==> src/rtl/cpu_ctrl_pkg.sv <==
// Shared control constants for the multicycle 16-bit core: run-control state
// encoding, opcode classes and step numbers.
package cpu_ctrl_pkg;

    localparam logic [1:0] ST_IDLE   = 2'd0;
    localparam logic [1:0] ST_RUN    = 2'd1;
    localparam logic [1:0] ST_PAUSED = 2'd2;
    localparam logic [1:0] ST_HALTED = 2'd3;

    localparam logic [4:0] OP_SYS  = 5'b11100;
    localparam logic [4:0] OP_ST   = 5'b00101;
    localparam logic [4:0] OP_GRP6 = 5'b00110;
    localparam logic [4:0] OP_LD0  = 5'b00011;
    localparam logic [4:0] OP_LD1  = 5'b00100;

    // Sub-opcodes carried in instruction bits [1:0].
    localparam logic [1:0] SYS_HALT = 2'b01;
    localparam logic [1:0] GRP6_CMP = 2'b01;
    localparam logic [1:0] GRP6_ST  = 2'b00;

    localparam logic [2:0] STEP_FETCH = 3'd0;
    localparam logic [2:0] STEP_DEC   = 3'd1;
    localparam logic [2:0] STEP_EXE   = 3'd2;
    localparam logic [2:0] STEP_MEM   = 3'd3;
    localparam logic [2:0] STEP_WB    = 3'd4;
    localparam logic [2:0] STEP_BAD   = 3'd7;

    typedef struct packed {
        logic [2:0] last_step;
        logic       is_mem;
        logic       is_halt;
    } step_info_t;

    // Jumps and branches occupy the whole upper opcode half except the SYS group.
    function automatic logic is_jump_class(input logic [4:0] ins_m);
        return ins_m[4] && (ins_m != OP_SYS);
    endfunction

endpackage

==> src/rtl/last_step_lut.sv <==
// Decodes the final step number and memory/halt class of the instruction
// held in the instruction register.
module last_step_lut
    import cpu_ctrl_pkg::*;
(
    input  logic [4:0] InsM,
    input  logic [1:0] InsL,
    output logic [2:0] LastStep,
    output logic       IsMem,
    output logic       IsHalt
);

    step_info_t info;

    always_comb begin
        info.last_step = STEP_WB;
        info.is_mem    = 1'b0;
        info.is_halt   = 1'b0;
        if (InsM == OP_SYS) begin
            if (InsL == SYS_HALT) begin
                info.last_step = STEP_EXE;
                info.is_halt   = 1'b1;
            end else begin
                info.last_step = STEP_DEC;
            end
        end else if (is_jump_class(InsM)) begin
            info.last_step = STEP_DEC;
        end else if ((InsM == OP_GRP6) && (InsL == GRP6_CMP)) begin
            info.last_step = STEP_EXE;
        end else if ((InsM == OP_ST) || ((InsM == OP_GRP6) && (InsL == GRP6_ST))) begin
            info.last_step = STEP_MEM;
            info.is_mem    = 1'b1;
        end else if ((InsM == OP_LD0) || (InsM == OP_LD1)) begin
            info.last_step = STEP_WB;
            info.is_mem    = 1'b1;
        end
    end

    assign LastStep = info.last_step;
    assign IsMem    = info.is_mem;
    assign IsHalt   = info.is_halt;

endmodule

==> src/rtl/step_sequencer.sv <==
// Per-instruction step counter with halt/resume/single-step run control and
// a retired-instruction counter.
module step_sequencer
    import cpu_ctrl_pkg::*;
#(
    parameter int RETIRE_W = 16
) (
    input  logic                Clk,
    input  logic                Rst,
    input  logic                Start,
    input  logic                StepMode,
    input  logic                StepReq,
    input  logic                MemReady,
    input  logic [4:0]          InsM,
    input  logic [1:0]          InsL,
    output logic [2:0]          Cnt,
    output logic                Running,
    output logic                Halted,
    output logic                Retire,
    output logic [RETIRE_W-1:0] RetireCount,
    output logic [1:0]          DbgState
);

    localparam logic [RETIRE_W-1:0] RETIRE_ONE = {{(RETIRE_W-1){1'b0}}, 1'b1};

    logic [1:0] state;
    logic [1:0] state_nxt;
    logic [2:0] cnt_nxt;
    logic       retire_nxt;

    logic [2:0] last_step;
    logic       is_mem;
    logic       is_halt;

    logic stall;
    logic at_last;
    logic complete;

    last_step_lut u_lut (
        .InsM     (InsM),
        .InsL     (InsL),
        .LastStep (last_step),
        .IsMem    (is_mem),
        .IsHalt   (is_halt)
    );

    // Step 0 waits on the instruction fetch; memory-class step 3 waits on data.
    assign stall = !MemReady &&
                   ((Cnt == STEP_FETCH) || ((Cnt == STEP_MEM) && is_mem));
    // The decode is meaningless during fetch, so step 0 is never a last step.
    assign at_last  = (Cnt != STEP_FETCH) && (Cnt == last_step);
    assign complete = (state == ST_RUN) && at_last && !stall;

    always_comb begin
        state_nxt  = state;
        cnt_nxt    = Cnt;
        retire_nxt = 1'b0;
        if (Cnt == STEP_BAD) begin
            state_nxt = ST_IDLE;
            cnt_nxt   = STEP_FETCH;
        end else begin
            case (state)
                ST_IDLE: begin
                    cnt_nxt = STEP_FETCH;
                    if (Start) state_nxt = ST_RUN;
                end
                ST_RUN: begin
                    if (complete) begin
                        cnt_nxt    = STEP_FETCH;
                        retire_nxt = 1'b1;
                        if (is_halt)       state_nxt = ST_HALTED;
                        else if (StepMode) state_nxt = ST_PAUSED;
                    end else if (!stall) begin
                        cnt_nxt = Cnt + 3'd1;
                    end
                end
                ST_PAUSED: begin
                    cnt_nxt = STEP_FETCH;
                    if (StepReq || !StepMode) state_nxt = ST_RUN;
                end
                ST_HALTED: begin
                    cnt_nxt = STEP_FETCH;
                    if (Start) state_nxt = ST_RUN;
                end
            endcase
        end
    end

    always_ff @(posedge Clk or posedge Rst) begin
        if (Rst) begin
            state       <= ST_IDLE;
            Cnt         <= STEP_FETCH;
            Retire      <= 1'b0;
            RetireCount <= '0;
        end else begin
            state  <= state_nxt;
            Cnt    <= cnt_nxt;
            Retire <= retire_nxt;
            if (retire_nxt) RetireCount <= RetireCount + RETIRE_ONE;
        end
    end

    assign Running  = (state == ST_RUN);
    assign Halted   = (state == ST_HALTED);
    assign DbgState = state;

endmodule

==> config.mk <==
export PLATFORM = sky130hd
export DESIGN_NAME = step_sequencer
export DESIGN_NICKNAME = d
export VERILOG_FILES = /design/src/rtl/cpu_ctrl_pkg.sv /design/src/rtl/last_step_lut.sv /design/src/rtl/step_sequencer.sv
export SDC_FILE = /design/constraint.sdc
export NUM_CORES = 1
export LEC_CHECK = 0
export ABC_AREA = 1
export CAP_MARGIN = 20
export CORE_AREA = 2 2 60 62
export CTS_CLUSTER_DIAMETER = 120
export DETAILED_ROUTE_END_ITERATION = 10
export DIE_AREA = 0 0 62 64
export GPL_ROUTABILITY_DRIVEN = 0
export PLACE_DENSITY = 0.85
export SLEW_MARGIN = 20
export SYNTH_ARGS = -nofsm -noshare
export SYNTH_HDL_FRONTEND = slang
export SYNTH_SLANG_ARGS = --single-unit
==> constraint.sdc <==
create_clock -name Clk -period 2 [get_ports Clk]
set_input_delay 0.4 -clock Clk [delete_from_list [all_inputs] [get_ports Clk]]
set_output_delay 0.4 -clock Clk [all_outputs]
set_load 0.05 [all_outputs]
==> run summary <==
FLOORPLAN
----------------------------------------------------------------------------------------
Total die area ............................................................   3970 sq um
Count of boundary I/O pins ................................................           37
Vert. Die Dim .............................................................        64 um
Site Rows .................................................................           21
Initial standard-cell utilization of the core .............................        0.484
Area inside the core boundary .............................................   3280 sq um
Width of the chip .........................................................        62 um

SYNTH
----------------------------------------------------------------------------------------
Flip-flop and latch count after synthesis .................................           22
Portion of synthesized cell area occupied by the leading cell type ........        0.346
Post-Synthesis Cell Area ..................................................   1590 sq um
Sequential share of the synthesized area ..................................        0.346
Cells after synthesis .....................................................          211
Number of unique standard cell types used by synthesis ....................           25
Net Count, Synth ..........................................................          232
Yosys synthesis warning count .............................................            0
Dominant cells by area after synthesis .................................... sky130_fd_sc_hd__dfrtp_1, sky130_fd_sc_hd__nand2_1, sky130_fd_sc_hd__xor2_1, sky130_fd_sc_hd__inv_1, sky130_fd_sc_hd__ha_1
Largest area contributor in the synthesized netlist ....................... sky130_fd_sc_hd__dfrtp_1
Average size of a mapped cell .............................................   7.54 sq um

FLOW RUN
----------------------------------------------------------------------------------------
Max_cap viols .............................................................            0

ROUTE
----------------------------------------------------------------------------------------
Via count .................................................................         1513
Detailed-route wire length ................................................      3720 um
Antenna-violating nets left ...............................................            0
Iteration-0 DRC Markers ...................................................           58
Wirelength per Cell .......................................................      12.0 um
Via density per instance ..................................................         4.88
Number of search-and-repair iterations in the first detailed-routing pass .            4
DRC violation count after routing .........................................            0

FINISH
----------------------------------------------------------------------------------------
Area of the multi-input gates .............................................    916 sq um
Final layout net count ....................................................          287
Post-route cell area ......................................................   2220 sq um
ANT cells .................................................................            0
Layout filler cell count ..................................................          272
Area of all sequential standard cells .....................................    556 sq um
Ratio of cells with drive above 1 in the final layout .....................        0.223
Area Overhead vs Synth ....................................................        39.7%

CTS
----------------------------------------------------------------------------------------
CTS Buf Count .............................................................            3
Later-pin clock latency in the skew report ................................      0.30 ns
Number of buffers on the longest clock path ...............................            2
TritonCTS Sinks ...........................................................           22
H-tree level count ........................................................            1
Clock-pin transition on the worst setup and hold timing paths .............      0.12 ns
TritonCTS clock tree ......................................................         done
Clk Tree Root Cell ........................................................ sky130_fd_sc_hd__clkbuf_4

TIMING
----------------------------------------------------------------------------------------
Total negative setup slack ................................................         0 ns
Actual slew at the worst max-slew pin .....................................     0.537 ns
Finish-stage setup viols ..................................................            0
Post-layout minimum cycle time ............................................      1.93 ns
Max-slew violation count ..................................................            0
Highest attainable clock frequency ........................................    0.518 GHz
Final worst-path cycle share ..............................................        0.965
Final Skew ................................................................   0.00213 ns
Final worst slack .........................................................    0.0697 ns
Number of hold-slack violations in the final timing report ................            0
Slew HR ...................................................................        0.639

PWR
----------------------------------------------------------------------------------------
Pwr Density ............................................................... 1170 nW/um^2
Final total power .........................................................      2.59 mW
Sequential share of power .................................................        0.291
Power Internal ............................................................      1.23 mW
P_sw ......................................................................      1.36 mW
Combinational Power Share .................................................        0.632
Lkg Pwr ...................................................................      1.23 nW
Max rail drop VDD .........................................................     0.854 mV
Share of power burned in the clock network ................................        0.077
Switching Share ...........................................................        0.526

CRITICAL PATH
----------------------------------------------------------------------------------------
Launching element type of the critical path ...............................    flip-flop
CP Cell Sequence .......................................................... clkdlybuf4s50_1
Delay contributed by the slowest stage of the critical path ...............      0.82 ns
Buffers & Inverters on Critical Path ......................................            1
WP data required ..........................................................      1.60 ns
Crit Path Class ...........................................................   reg -> out
Largest driver fanout on the critical path ................................            4
Arrival time reported for the critical path endpoint ......................      1.53 ns
Slowest cell on the critical path ......................................... sky130_fd_sc_hd__clkdlybuf4s50_1
Type of element capturing the critical path ...............................   output pin
Category of cells accounting for the largest share of critical-path delay . buffers and inverters

PLACEMENT
----------------------------------------------------------------------------------------
Post-placement cell area ..................................................   2070 sq um
Worst slack at placement ..................................................    -0.259 ns
I/O Buffers ...............................................................           36
Detailed-placement wirelength estimate ....................................      2550 um

GLOBAL ROUTE
----------------------------------------------------------------------------------------
Number of antenna violations at the first check in global routing .........            0
Overall track demand over capacity in global routing ......................        0.187
First-pass GRT wire length ................................................      5770 um
Via count of the first global-routing pass ................................         1360
Pin count of the biggest net entering global routing ......................           28
Congestion Overflow GR ....................................................            0

STATUS
----------------------------------------------------------------------------------------
Status .................................................................... complete, no violations

WORST HOLD PATH
----------------------------------------------------------------------------------------
Type of the worst min-delay path ..........................................  in -> async

sequential cells by signal, summed over array words and instances (netlist names):
signal and cells:
Cnt 3, DbgState 2, Retire 1, RetireCount 16
cell usage after synthesis:
library cell,n
sky130_fd_sc_hd__inv_1,28
sky130_fd_sc_hd__nand3b_1,1
sky130_fd_sc_hd__dfrtp_1,22
sky130_fd_sc_hd__nor2_2,3
sky130_fd_sc_hd__xor2_1,14
sky130_fd_sc_hd__nor4_1,3
sky130_fd_sc_hd__nor2_1,11
sky130_fd_sc_hd__a21oi_2,1
sky130_fd_sc_hd__inv_2,4
sky130_fd_sc_hd__nand3_1,14
sky130_fd_sc_hd__o21ai_1,16
sky130_fd_sc_hd__nand2_1,60
sky130_fd_sc_hd__nor2_8,1
sky130_fd_sc_hd__nor3b_2,1
sky130_fd_sc_hd__nand2_2,1
sky130_fd_sc_hd__nand2_4,1
sky130_fd_sc_hd__nand3_2,3
sky130_fd_sc_hd__nor2_4,3
sky130_fd_sc_hd__buf_2,1
sky130_fd_sc_hd__nand4_1,5
sky130_fd_sc_hd__nand4_2,1
sky130_fd_sc_hd__ha_1,8
sky130_fd_sc_hd__a21oi_1,4
sky130_fd_sc_hd__nor3_1,2
sky130_fd_sc_hd__buf_6,3
stage by stage:
step / hold slack, ns / utilization / instances
finish: 0.411 / 0.677 / 310
floorplan: 0.389 / - / 211
detailed placement: 0.546 / 0.631 / 302
CTS: 0.422 / 0.637 / 305
global placement: 0.540 / 0.631 / 302
global route: 0.461 / 0.677 / 310
kinds of logic (layout without fill, tap and decap cells):
family,Yosys count,count (layout),synth area share
AO/OA/AOI/OAI,21,21,0.0685
XOR/XNOR,14,14,0.0771
adder cells (fa/ha/maj),8,8,0.0629
buffers and inverters,36,89,0.0999
flip-flops,22,22,0.346
AND/OR/NAND/NOR,110,110,0.345
layout make-up:
cell class | instances | share of cell area
well taps | 46 | 0.0259
flip-flops and latches | 22 | 0.250
clock buffers | 3 | 0.0101
multi-input cells | 153 | 0.412
inverters | 32 | 0.0541
repair buffers | 54 | 0.248
path summary, 6_finish.rpt:
| check | from | end | slack (ns) | depth (start not counted) |
|---|---|---|---|---|
| hold / removal | Rst | RetireCount[13]$_DFFE_PP0P_ | 0.41 | 3 |
| min in group Clk | RetireCount[0]$_DFFE_PP0P_ | RetireCount[0]$_DFFE_PP0P_ | 0.57 | 2 |
| setup reg to reg | Cnt[0]$_DFFE_PP0P_ | RetireCount[5]$_DFFE_PP0P_ | 0.11 | 11 |
| setup / recovery | RetireCount[13]$_DFFE_PP0P_ | RetireCount[13] | 0.07 | 1 |
| max in group asynchronous | Rst | Cnt[0]$_DFFE_PP0P_ | 1.35 | 3 |
| hold reg to reg | RetireCount[0]$_DFFE_PP0P_ | RetireCount[0]$_DFFE_PP0P_ | 0.57 | 2 |
worst register-to-register path: stages, from the launching register on:
cell and delay (ns):
sky130_fd_sc_hd__dfrtp_2 0.41, sky130_fd_sc_hd__buf_4 0.15, sky130_fd_sc_hd__inv_1 0.07, sky130_fd_sc_hd__ha_1 0.21, sky130_fd_sc_hd__a21oi_1 0.19, sky130_fd_sc_hd__nand3_2 0.12
sky130_fd_sc_hd__nor2_4 0.11, sky130_fd_sc_hd__nand2_4 0.10, sky130_fd_sc_hd__nor2_8 0.19, sky130_fd_sc_hd__clkbuf_16 0.18, sky130_fd_sc_hd__nand2_1 0.06, sky130_fd_sc_hd__nand2_1 0.07
timing repair:
item | CTS | global route
setup buffers | 0 | 2
resized for setup | 1 | 17
hold buffers | 0 | 0
pin swaps | 0 | 11
cloned | 0 | 3
setup endpoints to repair | 1 | 21
power by group through the flow:
stage | combinational (mW) | sequential [mW] | clock (mW)
4_1_cts | 1.61 | 0.750 | 0.197
3_5_place_dp | 1.61 | 0.756 | 0
3_3_place_gp | 1.59 | 0.751 | 0
6_report | 1.64 | 0.754 | 0.199
5_1_grt | 1.77 | 0.783 | 0.225
2_1_floorplan | 0.642 | 1.24 | 0
metal layers:
| layer | up-vias | GRT usage | part of all wire |
|---|---|---|---|
| li1 | 780 | - | - |
| met1 | 689 | 0.271 | 0.45 |
| met2 | 42 | 0.292 | 0.50 |
| met3 | 2 | 0.0425 | 0.047 |
| met4 | 0 | 0.0239 | 0.0032 |
| met5 | - | 0 | 0 |
cell usage in the layout, fill, tap and decap left out, types with 2 or more instances in the layout:
cell / count
sky130_fd_sc_hd__o21ai_1: 14
sky130_fd_sc_hd__dlymetal6s2s_1: 12
sky130_fd_sc_hd__nor4_1: 3
sky130_fd_sc_hd__inv_2: 4
sky130_fd_sc_hd__clkbuf_16: 2
sky130_fd_sc_hd__dfrtp_1: 18
sky130_fd_sc_hd__nor3_1: 2
sky130_fd_sc_hd__dfrtp_2: 4
sky130_fd_sc_hd__nor2_2: 4
sky130_fd_sc_hd__buf_4: 24
sky130_fd_sc_hd__xor2_1: 14
sky130_fd_sc_hd__clkbuf_4: 3
sky130_fd_sc_hd__a21oi_1: 4
sky130_fd_sc_hd__nand3_2: 3
sky130_fd_sc_hd__o21ai_2: 2
sky130_fd_sc_hd__nor2_4: 3
sky130_fd_sc_hd__nand4_1: 5
sky130_fd_sc_hd__nand3_1: 14
sky130_fd_sc_hd__ha_4: 2
sky130_fd_sc_hd__ha_1: 6
sky130_fd_sc_hd__nand2_1: 60
sky130_fd_sc_hd__clkdlybuf4s50_1: 13
sky130_fd_sc_hd__inv_1: 28
sky130_fd_sc_hd__nor2_1: 10
No activity file was read; power rests on OpenSTA's default activity.
